### src/rtl/pipeline_hazard_ctrl_if.sv
// Bundle between the CPU pipeline and the hazard controller: decoded ID-stage
// fields and the MEM branch outcome in, stall/flush/forwarding controls out.
interface pipeline_hazard_ctrl_if #(
    parameter int CNT_W = 16
);
    logic             id_valid;
    logic [4:0]       id_rs1;
    logic [4:0]       id_rs2;
    logic             id_use_rs1;
    logic             id_use_rs2;
    logic [4:0]       id_rd;
    logic             id_RegWrite;
    logic             id_MemRead;
    logic             mem_PCSrc;

    logic             o_stall_if;
    logic             o_stall_id;
    logic             o_bubble_ex;
    logic             o_flush_id;
    logic             o_flush_ex;
    logic             o_flush_mem;
    logic [1:0]       o_fwd_a;
    logic [1:0]       o_fwd_b;
    logic [CNT_W-1:0] o_stall_cnt;
    logic [CNT_W-1:0] o_flush_cnt;
    logic [1:0]       o_state;

    modport master (
        output id_valid, id_rs1, id_rs2, id_use_rs1, id_use_rs2, id_rd,
               id_RegWrite, id_MemRead, mem_PCSrc,
        input  o_stall_if, o_stall_id, o_bubble_ex, o_flush_id, o_flush_ex,
               o_flush_mem, o_fwd_a, o_fwd_b, o_stall_cnt, o_flush_cnt, o_state
    );

    modport slave (
        input  id_valid, id_rs1, id_rs2, id_use_rs1, id_use_rs2, id_rd,
               id_RegWrite, id_MemRead, mem_PCSrc,
        output o_stall_if, o_stall_id, o_bubble_ex, o_flush_id, o_flush_ex,
               o_flush_mem, o_fwd_a, o_fwd_b, o_stall_cnt, o_flush_cnt, o_state
    );
endinterface

### src/rtl/pipeline_hazard_ctrl.sv
// Five-stage pipeline hazard controller: shadow scoreboard, load-use interlock,
// branch flush and registered EX forwarding selects (forwarding when HAZARD_FWD_EN is defined).
module pipeline_hazard_ctrl #(
    parameter int CNT_W = 16
) (
    input  logic                   clk,
    input  logic                   reset,
    pipeline_hazard_ctrl_if.slave  hz
);

    typedef struct packed {
        logic       valid;
        logic [4:0] rd;
        logic       wr;
        logic       ld;
    } slot_t;

    typedef enum logic [1:0] {
        ST_RUN   = 2'd0,
        ST_STALL = 2'd1,
        ST_FLUSH = 2'd2
    } state_t;

    localparam slot_t            SLOT_NONE = '{valid: 1'b0, rd: 5'd0, wr: 1'b0, ld: 1'b0};
    localparam logic [CNT_W-1:0] CNT_MAX   = {CNT_W{1'b1}};
    localparam logic [CNT_W-1:0] CNT_ONE   = {{(CNT_W-1){1'b0}}, 1'b1};

    slot_t            ex_q, ex_d, mem_q, mem_d, wb_q, wb_d;
    state_t           state_q, state_d;
    logic             armed_q, armed_d;
    logic [1:0]       fwd_a_q, fwd_a_d, fwd_b_q, fwd_b_d;
    logic [CNT_W-1:0] stall_cnt_q, stall_cnt_d, flush_cnt_q, flush_cnt_d;

    logic flush_s, check_s, stall_s, advance_s;
    logic a_ex_s, a_mem_s, b_ex_s, b_mem_s;
    logic unused_s;

    function automatic logic src_match(input logic use_bit, input logic [4:0] rs, input slot_t s);
        return use_bit && (rs != 5'd0) && s.valid && s.wr && (s.rd != 5'd0) && (rs == s.rd);
    endfunction

`ifdef HAZARD_FWD_EN
    function automatic logic [1:0] fwd_sel(input logic m_ex, input logic m_mem, input logic ex_ld);
        if (m_ex && !ex_ld) begin
            return 2'b01;
        end else if (m_mem) begin
            return 2'b10;
        end else begin
            return 2'b00;
        end
    endfunction
`endif

    // Hazard detection; outputs stay quiet under reset and for the first cycle after it.
    always_comb begin
        a_ex_s  = src_match(hz.id_use_rs1, hz.id_rs1, ex_q);
        a_mem_s = src_match(hz.id_use_rs1, hz.id_rs1, mem_q);
        b_ex_s  = src_match(hz.id_use_rs2, hz.id_rs2, ex_q);
        b_mem_s = src_match(hz.id_use_rs2, hz.id_rs2, mem_q);
        flush_s = armed_q && !reset && hz.mem_PCSrc;
        check_s = armed_q && !reset && hz.id_valid && !flush_s && (state_q != ST_FLUSH);
`ifdef HAZARD_FWD_EN
        stall_s = check_s && ex_q.ld && (a_ex_s || b_ex_s);
`else
        stall_s = check_s && (a_ex_s || a_mem_s || b_ex_s || b_mem_s);
`endif
        advance_s = check_s && !stall_s;
    end

    // Next-state: scoreboard shift, forwarding selects, FSM and saturating counters.
    always_comb begin
        ex_d        = SLOT_NONE;
        mem_d       = ex_q;
        wb_d        = mem_q;
        fwd_a_d     = 2'b00;
        fwd_b_d     = 2'b00;
        state_d     = ST_RUN;
        armed_d     = 1'b1;
        stall_cnt_d = stall_cnt_q;
        flush_cnt_d = flush_cnt_q;

        if (advance_s) begin
            ex_d = '{valid: 1'b1, rd: hz.id_rd, wr: hz.id_RegWrite, ld: hz.id_MemRead};
`ifdef HAZARD_FWD_EN
            fwd_a_d = fwd_sel(a_ex_s, a_mem_s, ex_q.ld);
            fwd_b_d = fwd_sel(b_ex_s, b_mem_s, ex_q.ld);
`endif
        end else begin
            ex_d = SLOT_NONE;
        end

        // A taken branch kills the instruction that would move from EX into MEM.
        if (flush_s) begin
            mem_d = SLOT_NONE;
        end else begin
            mem_d = ex_q;
        end

        if (flush_s) begin
            state_d = ST_FLUSH;
        end else if (stall_s) begin
            state_d = ST_STALL;
        end else begin
            state_d = ST_RUN;
        end

        if (stall_s && (stall_cnt_q != CNT_MAX)) begin
            stall_cnt_d = stall_cnt_q + CNT_ONE;
        end else begin
            stall_cnt_d = stall_cnt_q;
        end

        if (flush_s && (flush_cnt_q != CNT_MAX)) begin
            flush_cnt_d = flush_cnt_q + CNT_ONE;
        end else begin
            flush_cnt_d = flush_cnt_q;
        end
    end

    // State registers with synchronous reset.
    always_ff @(posedge clk) begin
        if (reset) begin
            ex_q        <= SLOT_NONE;
            mem_q       <= SLOT_NONE;
            wb_q        <= SLOT_NONE;
            state_q     <= ST_RUN;
            armed_q     <= 1'b0;
            fwd_a_q     <= 2'b00;
            fwd_b_q     <= 2'b00;
            stall_cnt_q <= {CNT_W{1'b0}};
            flush_cnt_q <= {CNT_W{1'b0}};
        end else begin
            ex_q        <= ex_d;
            mem_q       <= mem_d;
            wb_q        <= wb_d;
            state_q     <= state_d;
            armed_q     <= armed_d;
            fwd_a_q     <= fwd_a_d;
            fwd_b_q     <= fwd_b_d;
            stall_cnt_q <= stall_cnt_d;
            flush_cnt_q <= flush_cnt_d;
        end
    end

    // The WB slot mirrors the pipeline only; the write-before-read register file needs no check.
    assign unused_s = ^{wb_q, mem_q.ld, ex_q.ld};

    assign hz.o_stall_if  = stall_s;
    assign hz.o_stall_id  = stall_s;
    assign hz.o_bubble_ex = stall_s;
    assign hz.o_flush_id  = flush_s;
    assign hz.o_flush_ex  = flush_s;
    assign hz.o_flush_mem = flush_s;
    assign hz.o_fwd_a     = fwd_a_q;
    assign hz.o_fwd_b     = fwd_b_q;
    assign hz.o_stall_cnt = stall_cnt_q;
    assign hz.o_flush_cnt = flush_cnt_q;
    assign hz.o_state     = state_q;

endmodule

### src/flat_wrapper.sv
// flat-port wrapper written by rule: the top's interface ports become plain ports
module pipeline_hazard_ctrl_flat 
#(
    parameter int CNT_W = 16
)
  (clk, reset, hz_id_valid, hz_id_rs1, hz_id_rs2, hz_id_use_rs1, hz_id_use_rs2, hz_id_rd, hz_id_RegWrite, hz_id_MemRead, hz_mem_PCSrc, hz_o_stall_if, hz_o_stall_id, hz_o_bubble_ex, hz_o_flush_id, hz_o_flush_ex, hz_o_flush_mem, hz_o_fwd_a, hz_o_fwd_b, hz_o_stall_cnt, hz_o_flush_cnt, hz_o_state);
  pipeline_hazard_ctrl_if #(.CNT_W(CNT_W)) hz_i ();
  input  logic clk;
  input  logic reset;
  input wire logic [$bits(hz_i.id_valid)-1:0] hz_id_valid;
  input wire logic [$bits(hz_i.id_rs1)-1:0] hz_id_rs1;
  input wire logic [$bits(hz_i.id_rs2)-1:0] hz_id_rs2;
  input wire logic [$bits(hz_i.id_use_rs1)-1:0] hz_id_use_rs1;
  input wire logic [$bits(hz_i.id_use_rs2)-1:0] hz_id_use_rs2;
  input wire logic [$bits(hz_i.id_rd)-1:0] hz_id_rd;
  input wire logic [$bits(hz_i.id_RegWrite)-1:0] hz_id_RegWrite;
  input wire logic [$bits(hz_i.id_MemRead)-1:0] hz_id_MemRead;
  input wire logic [$bits(hz_i.mem_PCSrc)-1:0] hz_mem_PCSrc;
  output wire logic [$bits(hz_i.o_stall_if)-1:0] hz_o_stall_if;
  output wire logic [$bits(hz_i.o_stall_id)-1:0] hz_o_stall_id;
  output wire logic [$bits(hz_i.o_bubble_ex)-1:0] hz_o_bubble_ex;
  output wire logic [$bits(hz_i.o_flush_id)-1:0] hz_o_flush_id;
  output wire logic [$bits(hz_i.o_flush_ex)-1:0] hz_o_flush_ex;
  output wire logic [$bits(hz_i.o_flush_mem)-1:0] hz_o_flush_mem;
  output wire logic [$bits(hz_i.o_fwd_a)-1:0] hz_o_fwd_a;
  output wire logic [$bits(hz_i.o_fwd_b)-1:0] hz_o_fwd_b;
  output wire logic [$bits(hz_i.o_stall_cnt)-1:0] hz_o_stall_cnt;
  output wire logic [$bits(hz_i.o_flush_cnt)-1:0] hz_o_flush_cnt;
  output wire logic [$bits(hz_i.o_state)-1:0] hz_o_state;
  assign hz_i.id_valid = hz_id_valid;
  assign hz_i.id_rs1 = hz_id_rs1;
  assign hz_i.id_rs2 = hz_id_rs2;
  assign hz_i.id_use_rs1 = hz_id_use_rs1;
  assign hz_i.id_use_rs2 = hz_id_use_rs2;
  assign hz_i.id_rd = hz_id_rd;
  assign hz_i.id_RegWrite = hz_id_RegWrite;
  assign hz_i.id_MemRead = hz_id_MemRead;
  assign hz_i.mem_PCSrc = hz_mem_PCSrc;
  assign hz_o_stall_if = hz_i.o_stall_if;
  assign hz_o_stall_id = hz_i.o_stall_id;
  assign hz_o_bubble_ex = hz_i.o_bubble_ex;
  assign hz_o_flush_id = hz_i.o_flush_id;
  assign hz_o_flush_ex = hz_i.o_flush_ex;
  assign hz_o_flush_mem = hz_i.o_flush_mem;
  assign hz_o_fwd_a = hz_i.o_fwd_a;
  assign hz_o_fwd_b = hz_i.o_fwd_b;
  assign hz_o_stall_cnt = hz_i.o_stall_cnt;
  assign hz_o_flush_cnt = hz_i.o_flush_cnt;
  assign hz_o_state = hz_i.o_state;
  pipeline_hazard_ctrl #(.CNT_W(CNT_W)) u_core (.clk(clk), .reset(reset), .hz(hz_i));
endmodule
### config.mk
export PLATFORM = sky130hd
export DESIGN_NAME = pipeline_hazard_ctrl_flat
export DESIGN_NICKNAME = d
export VERILOG_FILES = /design/src/rtl/pipeline_hazard_ctrl_if.sv /design/src/rtl/pipeline_hazard_ctrl.sv /design/src/flat_wrapper.sv
export SDC_FILE = /design/constraint.sdc
export NUM_CORES = 1
export LEC_CHECK = 0
export BUFFER_PORTS_ARGS = -buffer_cell sky130_fd_sc_hd__buf_4
export CAP_MARGIN = 20
export CORE_MARGIN = 2
export CORE_UTILIZATION = 56
export CTS_BUF_LIST = sky130_fd_sc_hd__clkbuf_4
export CTS_CLUSTER_SIZE = 10
export DETAILED_ROUTE_END_ITERATION = 8
export GPL_ROUTABILITY_DRIVEN = 0
export PLACE_DENSITY = 0.91
export SLEW_MARGIN = 20
export SYNTH_ARGS = -nofsm -noshare
export SYNTH_HDL_FRONTEND = slang
export SYNTH_SLANG_ARGS = --single-unit
### constraint.sdc
create_clock -name clk -period 5.09 [get_ports clk]
set_input_delay 1.018 -clock clk [delete_from_list [all_inputs] [get_ports clk]]
set_output_delay 1.018 -clock clk [all_outputs]
set_load 0.02 [all_outputs]
==> results.sh, run 1 <==
export IMPL_yosys_warnings=0
export IMPL_cp_slowest_stage_delay_ns=0.41
export IMPL_die_height_um=69.1
export IMPL_critPathMostFrequentCell="sky130_fd_sc_hd__buf_4"
export IMPL_io_pins=67
export IMPL_crit_buf_inv=2
export IMPL_cts_buffer_depth=2
export IMPL_synth_area_um2=2370
export IMPL_yosys_register_bits=49
export IMPL_grt_max_degree=36
export IMPL_max_slew_worst_pin_slew_ns=0.595
export IMPL_static_leakage_power_nw=1.16
export IMPL_drt_first_pass_iters=4
export IMPL_post_cts_resized=0
export IMPL_detail_route_drc_violations=0
export IMPL_start_util_pct=58.8
export IMPL_multi_input_comb_area_um2=1300
export IMPL_max_slew_margin_pct=60.2
export IMPL_track_usage_pct=22.6
export IMPL_finClkSkew_ns=0.0203
export IMPL_first_pass_grt_wire_length_mm=8.79
export IMPL_clkTransAtPathRegs_ns=0.12
export IMPL_vdd_drop_max_mv=0.131
export IMPL_timing_final_max_slew_violations=0
export IMPL_num_rows=23
export IMPL_fin_total_pwr_uw=660
export IMPL_layout_cells_most_common_list="61 x sky130_fd_sc_hd__buf_4, 49 x sky130_fd_sc_hd__dfxtp_1, 21 x sky130_fd_sc_hd__xor2_1, 21 x sky130_fd_sc_hd__nor2_1, 18 x sky130_fd_sc_hd__and2_1"
export IMPL_post_cts_setup_buffers=0
export IMPL_clock_tree_htree_level_count=2
export IMPL_r2r_setup_slack_ns=2.59
export IMPL_antenna_violations_before_repair=0
export IMPL_dpl_hpwl_mm=3.71
export IMPL_fillers=319
export IMPL_root_buffer="sky130_fd_sc_hd__clkbuf_4"
export IMPL_area_growth_syn_to_layout_pct=22.0
export IMPL_number_of_global_route_vias_before_repair=1949
export IMPL_crit_path_max_fo=35
export IMPL_run_status="completed"
export IMPL_antennaDiodeCount=0
export IMPL_number_of_buffers_inserted_for_hold_repair_after_clock_tree_synthesis=0
export IMPL_worstSkewPairLatency_ns=0.37
export IMPL_finalWirelength_mm=5.25
export IMPL_synth_edff_count=0
export IMPL_port_buffer_count=61
export IMPL_layout_drive_gt1_share_pct=23.7
export IMPL_share_of_async_settable_or_async_resettable_flops_after_synthesis_pct=0
export IMPL_area_sequential_um2=981
export IMPL_die_area_um2=4770
export IMPL_drt_antenna_violating_nets=0
export IMPL_critical_path_top_delay_family="simple AND/OR/NAND/NOR gates"
export IMPL_crit_chain="buf_4, nor2b_1, and4b_1, nand2_1, a21oi_1, a31o_2, buf_4"
export IMPL_worst_endpoint_required_time_ns=4.07
export IMPL_cts_tree="built"
export IMPL_upper_clock_frequency_limit_mhz=278
export IMPL_criticalPathCategory="primary input to output pin"
export IMPL_cp_data_arrival_time_ns=2.58
export IMPL_final_common_cell="sky130_fd_sc_hd__buf_4"
export IMPL_avgSynthCellArea_um2=8.98
export IMPL_hold_worst_slack_ns=0.476
export IMPL_totalNegativeSetupSlack_ns=0
export IMPL_critical_path_capture_point_type="output pin"
export IMPL_post_synth_num_cell_types=39
export IMPL_post_synth_inst_count=264
export IMPL_layout_min_cycle_time_ns=3.59
export IMPL_timing_hold_worst_class="flop to flop"
export IMPL_max_cap_violations=0
export IMPL_report_final_setup_viol=0
export IMPL_cts_sinks=49
export IMPL_wire_per_inst_um=14.2
export IMPL_cp_slowest_cell="sky130_fd_sc_hd__and4b_1"
export IMPL_fin_crit_sh_pct=70.6
export IMPL_worstSetupStartpointType="primary input"
export IMPL_cts_buffers=5
export IMPL_rsz0062_at_grt="false"
export IMPL_powerDensity_nw_per_um2=228
export IMPL_vias=2104
export IMPL_core_area_um2=4030
export IMPL_sequential_to_total_area_share_from_yosys_stat_pct=41.4
export IMPL_endpoints_failing_hold=0
export IMPL_vias_per_cell=5.67
export IMPL_globalRouteOverflowTotal=0
export IMPL_dieWidth_um=69.1
export IMPL_synth_ff_type="sky130_fd_sc_hd__dfxtp_1"
export IMPL_nets=345
export IMPL_initialDrtViolationCount=172
## per-layer routing
layer  track usage [%]  routed length [µm]
met1              26.3                2180
met2              39.4                2630
met3              5.70                 309
met4              9.37                 140
met5                 0                   0
## worst paths after layout
kind                                                start                                endpoint  cells after the start
worst min register to register  u_core.ex_q[7]$_SDFF_PP0_              u_core.mem_q[7]$_SDFF_PP0_                      1
worst max-delay path                                reset                           hz_o_stall_id                      7
worst min-delay path            u_core.ex_q[7]$_SDFF_PP0_              u_core.mem_q[7]$_SDFF_PP0_                      1
worst max register to register  u_core.ex_q[2]$_SDFF_PP0_  u_core.hz.o_stall_cnt[14]$_SDFFE_PP0P_                      7
## state kept, by name, indices dropped and copies added (netlist names)
signal / flops
u_core.ex_q: 7
u_core.hz.o_state: 2
u_core.armed_q: 1
u_core.mem_q: 7
u_core.hz.o_flush_cnt: 16
u_core.hz.o_stall_cnt: 16
## cells in the mapped netlist (2+ instances only)
cell	count	share of area, %
sky130_fd_sc_hd__o21a_1	2	0.63
sky130_fd_sc_hd__nand2_1	16	2.5
sky130_fd_sc_hd__or3_1	9	2.4
sky130_fd_sc_hd__and2_1	18	4.8
sky130_fd_sc_hd__o211ai_1	2	0.63
sky130_fd_sc_hd__o21ai_0	9	1.9
sky130_fd_sc_hd__a21oi_1	14	3.0
sky130_fd_sc_hd__or4_4	2	0.95
sky130_fd_sc_hd__a211oi_1	2	0.63
sky130_fd_sc_hd__buf_2	2	0.42
sky130_fd_sc_hd__nand3_1	16	3.4
sky130_fd_sc_hd__xor2_1	21	7.8
sky130_fd_sc_hd__a21boi_4	2	1.6
sky130_fd_sc_hd__nor2b_1	2	0.53
sky130_fd_sc_hd__a31o_2	2	0.74
sky130_fd_sc_hd__or4_1	10	3.2
sky130_fd_sc_hd__nor3_1	2	0.42
sky130_fd_sc_hd__ha_1	2	1.1
sky130_fd_sc_hd__clkbuf_1	5	0.79
sky130_fd_sc_hd__xnor2_1	15	5.5
sky130_fd_sc_hd__buf_4	8	2.5
sky130_fd_sc_hd__and3_1	6	1.6
sky130_fd_sc_hd__nor2_1	21	3.3
sky130_fd_sc_hd__and4_1	2	0.74
sky130_fd_sc_hd__dfxtp_1	49	41
sky130_fd_sc_hd__nand4_1	7	1.8
sky130_fd_sc_hd__inv_1	4	0.63
sky130_fd_sc_hd__o31ai_1	3	0.95
## layout make-up
class / count / area share, %
clock buffers: 5 / 1.30
inverters: 4 / 0.519
clock inverters: 3 / 1.43
flip-flops and latches: 49 / 33.9
multi-input cells: 199 / 44.8
repair buffers: 61 / 15.8
well taps: 50 / 2.16
## cells by family (layout without fill, tap and decap cells)
family,after synthesis,in the layout,share of synthesized area [%]
buf+inv,19,73,4.38
mux,1,1,0.422
xor+xnor,36,36,13.3
fa+ha+maj,2,2,1.06
simple gates,114,114,26.6
flops,49,49,41.4
other cells,1,4,0.158
compound gates,42,42,12.7
## where the power goes
group | total, mW | internal, mW | switching (mW)
Combinational | 0.0468 | 0.0231 | 0.0237
Clock | 0.225 | 0.102 | 0.123
Sequential | 0.389 | 0.386 | 0.00232
Total | 0.660 | 0.511 | 0.149
## stage by stage
| step | util [%] | setup slack (ns) | cell area [µm²] | cells |
|---|---|---|---|---|
| finish | 71.8 | 1.50 | 2890 | 371 |
| global placement | 69.8 | 1.62 | 2810 | 363 |
| detailed placement | 69.8 | 1.58 | 2810 | 363 |
| floorplan | - | 1.74 | 2380 | 267 |
| CTS | 71.8 | 1.52 | 2890 | 371 |
| global route | 71.8 | 1.38 | 2890 | 371 |
Note: power is estimated with default switching activity, not from simulation.
==> run 2, diff against run 1 <==
--- a/config.mk
+++ b/config.mk
@@ -5,6 +5,7 @@
 export SDC_FILE = /design/constraint.sdc
 export NUM_CORES = 1
 export LEC_CHECK = 0
+export ABC_AREA = 1
 export BUFFER_PORTS_ARGS = -buffer_cell sky130_fd_sc_hd__buf_4
 export CAP_MARGIN = 20
 export CORE_MARGIN = 2
@@ -13,7 +14,7 @@
 export CTS_CLUSTER_SIZE = 10
 export DETAILED_ROUTE_END_ITERATION = 8
 export GPL_ROUTABILITY_DRIVEN = 0
-export PLACE_DENSITY = 0.91
+export PLACE_DENSITY = 0.89
 export SLEW_MARGIN = 20
 export SYNTH_ARGS = -nofsm -noshare
 export SYNTH_HDL_FRONTEND = slang
==> constraint.sdc (replaced) <==
create_clock -name clk -period 3.7 [get_ports clk]
set_input_delay 0.74 -clock clk [delete_from_list [all_inputs] [get_ports clk]]
set_output_delay 0.74 -clock clk [all_outputs]
set_load 0.02 [all_outputs]
==> run 2 against run 1 <==
Setup slack lost 0.59 ns. Critical path type unchanged. Core utilization shrank 4.7 points. Clock power shrank 3%. Largest power group unchanged. Sequential power grew 38%. Via count grew 39%. First-iteration DRC count grew 5.8%. Combinational power grew 72%.
==> results.sh, run 2 <==
export IMPL_report_final_setup_viol=0
export IMPL_sequential_to_total_area_share_from_yosys_stat_pct=34.2
export IMPL_die_area_um2=5700
export IMPL_r2r_setup_slack_ns=1.63
export IMPL_holdPathEnd="u_core.mem_q[1]$_SDFF_PP0_"
export IMPL_timing_final_max_slew_violations=0
export IMPL_antenna_violations_before_repair=0
export IMPL_io_pins=67
export IMPL_number_of_buffers_inserted_for_hold_repair_after_clock_tree_synthesis=0
export IMPL_synth_top_cells_by_area="sky130_fd_sc_hd__dfxtp_1 34%, sky130_fd_sc_hd__nand2_1 16%, sky130_fd_sc_hd__inv_1 9.0%"
export IMPL_detail_route_drc_violations=0
export IMPL_worstSetupStartpointType="primary input"
export IMPL_fin_crit_sh_pct=75.4
export IMPL_vias=2930
export IMPL_cts_buffer_depth=2
export IMPL_criticalPathCategory="primary input to output pin"
export IMPL_upper_clock_frequency_limit_mhz=358
export IMPL_globalRouteOverflowTotal=0
export IMPL_post_synth_num_cell_types=34
export IMPL_reg2regPathDepth=7
export IMPL_track_usage_pct=24.1
export IMPL_vdd_drop_max_mv=0.188
export IMPL_largest_family_of_logic_cells_by_synthesized_area="simple AND/OR/NAND/NOR gates"
export IMPL_initialDrtViolationCount=182
export IMPL_reg_to_reg_endpoint="u_core.hz.o_stall_cnt[2]$_SDFFE_PP0P_"
export IMPL_xor_xnor_portion_of_the_synthesized_cell_area_pct=5.50
export IMPL_num_rows=26
export IMPL_layout_min_cycle_time_ns=2.79
export IMPL_crit_path_max_fo=25
export IMPL_cp_data_arrival_time_ns=2.05
export IMPL_worstHoldPathCells=2
export IMPL_static_leakage_power_nw=1.52
export IMPL_totalNegativeSetupSlack_ns=0
export IMPL_ys_top_cells_by_count="119 x sky130_fd_sc_hd__nand2_1, 69 x sky130_fd_sc_hd__inv_1, 49 x sky130_fd_sc_hd__dfxtp_1"
export IMPL_root_buffer="sky130_fd_sc_hd__clkbuf_4"
export IMPL_timing_hold_worst_class="flop to flop"
export IMPL_post_synth_inst_count=439
export IMPL_finClkSkew_ns=0.00883
export IMPL_max_cap_violations=0
export IMPL_core_area_um2=5010
export IMPL_post_cts_resized=0
export IMPL_synth_area_mux_share_pct=0
export IMPL_share_of_synthesized_cell_area_in_full_adder_half_adder_and_majority_cells_pct=0.873
export IMPL_reg2reg_from="u_core.hz.o_stall_cnt[0]$_SDFFE_PP0P_"
export IMPL_drt_first_pass_iters=5
export IMPL_synth_largest_type_area_fraction_pct=34.2
export IMPL_first_pass_grt_wire_length_mm=10.9
export IMPL_worst_endpoint_required_time_ns=2.96
export IMPL_run_status="completed"
export IMPL_cts_sinks=49
export IMPL_clock_tree_htree_level_count=2
export IMPL_synth_simple_gate_area_share_pct=37.5
export IMPL_dpl_hpwl_mm=5.06
export IMPL_synth_ff_type="sky130_fd_sc_hd__dfxtp_1"
export IMPL_synth_compound_area_share_pct=8.47
export IMPL_vias_per_cell=5.20
export IMPL_port_buffer_count=61
export IMPL_cts_buffers=5
export IMPL_drt_antenna_violating_nets=0
export IMPL_yosys_warnings=0
export IMPL_worstSkewPairLatency_ns=0.35
export IMPL_wire_per_inst_um=11.7
export IMPL_share_of_async_settable_or_async_resettable_flops_after_synthesis_pct=0
export IMPL_layout_drive_gt1_share_pct=16.4
export IMPL_powerDensity_nw_per_um2=248
export IMPL_start_util_pct=57.2
export IMPL_rsz0062_at_grt="false"
export IMPL_yosys_register_bits=49
export IMPL_grt_max_degree=26
export IMPL_final_common_cell="sky130_fd_sc_hd__nand2_1"
export IMPL_critical_path_capture_point_type="output pin"
export IMPL_hp_start="u_core.ex_q[1]$_SDFF_PP0_"
export IMPL_synth_area_um2=2870
export IMPL_avgSynthCellArea_um2=6.53
export IMPL_finalWirelength_mm=6.58
export IMPL_area_growth_syn_to_layout_pct=17.3
export IMPL_post_cts_setup_buffers=0
export IMPL_fillers=475
export IMPL_placedCellCount=557
export IMPL_endpoints_failing_hold=0
export IMPL_cts_tree="built"
export IMPL_area_sequential_um2=981
export IMPL_synth_edff_count=0
export IMPL_antennaDiodeCount=0
export IMPL_number_of_global_route_vias_before_repair=2629
export IMPL_layout_cells_most_common_list="119 x sky130_fd_sc_hd__nand2_1, 69 x sky130_fd_sc_hd__inv_1, 62 x sky130_fd_sc_hd__buf_4, 49 x sky130_fd_sc_hd__dfxtp_1, 41 x sky130_fd_sc_hd__nor2_1"
export IMPL_dieWidth_um=75.5
export IMPL_post_synth_top_area_cell="sky130_fd_sc_hd__dfxtp_1"
export IMPL_die_height_um=75.5
export IMPL_nets=519
export IMPL_cell_with_the_most_instances_after_synthesis="sky130_fd_sc_hd__nand2_1"
export IMPL_multi_input_comb_area_um2=1510
export IMPL_stdcell_count=563
export IMPL_clkTransAtPathRegs_ns=0.13
run 2: worst max-delay path by stage:
stage                     endpoint   from  cells after the start  slack (ns)
floorplan            hz_o_stall_id  reset                      7        0.80
global placement    hz_o_bubble_ex  reset                      7        0.90
detailed placement   hz_o_stall_if  reset                      7        0.91
CTS                  hz_o_stall_if  reset                      7        0.90
global route        hz_o_bubble_ex  reset                      7        0.75
finish               hz_o_stall_if  reset                      7        0.91
run 2: kinds of logic after synthesis:
group | after synthesis
simple gates | 234
buf+inv | 89
flops | 49
compound gates | 46
xor+xnor | 18
fa+ha+maj | 2
other cells | 1
run 2: routing by layer:
metal / vias to the layer above / track usage (%) / part of all wire, %
met5: - / 0 / 0
met4: 0 / 6.24 / 0.70
met3: 9 / 4.76 / 6.2
met2: 102 / 42.4 / 49
met1: 1330 / 30.2 / 45
li1: 1489 / - / -
run 2: layout make-up:
type | instances | area share [%]
Clock inverter | 1 | 0.149
Sequential cell | 49 | 29.2
Tap cell | 70 | 2.61
Multi-Input combinational cell | 304 | 45.0
Timing Repair Buffer | 62 | 13.8
Clock buffer | 5 | 1.12
Inverter | 72 | 8.04
run 2: power by group:
| part | leakage, nW | switching, mW | internal, mW |
|---|---|---|---|
| logic | 1.10 | 0.0487 | 0.0318 |
| registers | 0.396 | 0.00363 | 0.532 |
| clock network | 0.0269 | 0.152 | 0.0663 |
run 2: per-stage QoR:
| stage | worst slack [ns] | power, mW | hold WS, ns | utilization (%) | cell area [µm²] |
|---|---|---|---|---|---|
| 2_1_floorplan | 0.804 | 0.598 | 0.413 | - | 2880 |
| 3_3_place_gp | 0.899 | 0.625 | 0.425 | 66.2 | 3320 |
| 3_5_place_dp | 0.910 | 0.627 | 0.427 | 66.2 | 3320 |
| 4_1_cts | 0.904 | 0.846 | 0.448 | 67.1 | 3360 |
| 5_1_grt | 0.753 | 0.871 | 0.474 | 67.1 | 3360 |
| 6_report | 0.910 | 0.835 | 0.448 | 67.1 | 3360 |
run 2: worst max-delay path, cell delays in order:
cell and delay [ns]:
sky130_fd_sc_hd__buf_4 0.20, sky130_fd_sc_hd__inv_2 0.20, sky130_fd_sc_hd__nand2_2 0.11, sky130_fd_sc_hd__nor4_4 0.24
sky130_fd_sc_hd__inv_1 0.12, sky130_fd_sc_hd__a21oi_1 0.23, sky130_fd_sc_hd__buf_4 0.19
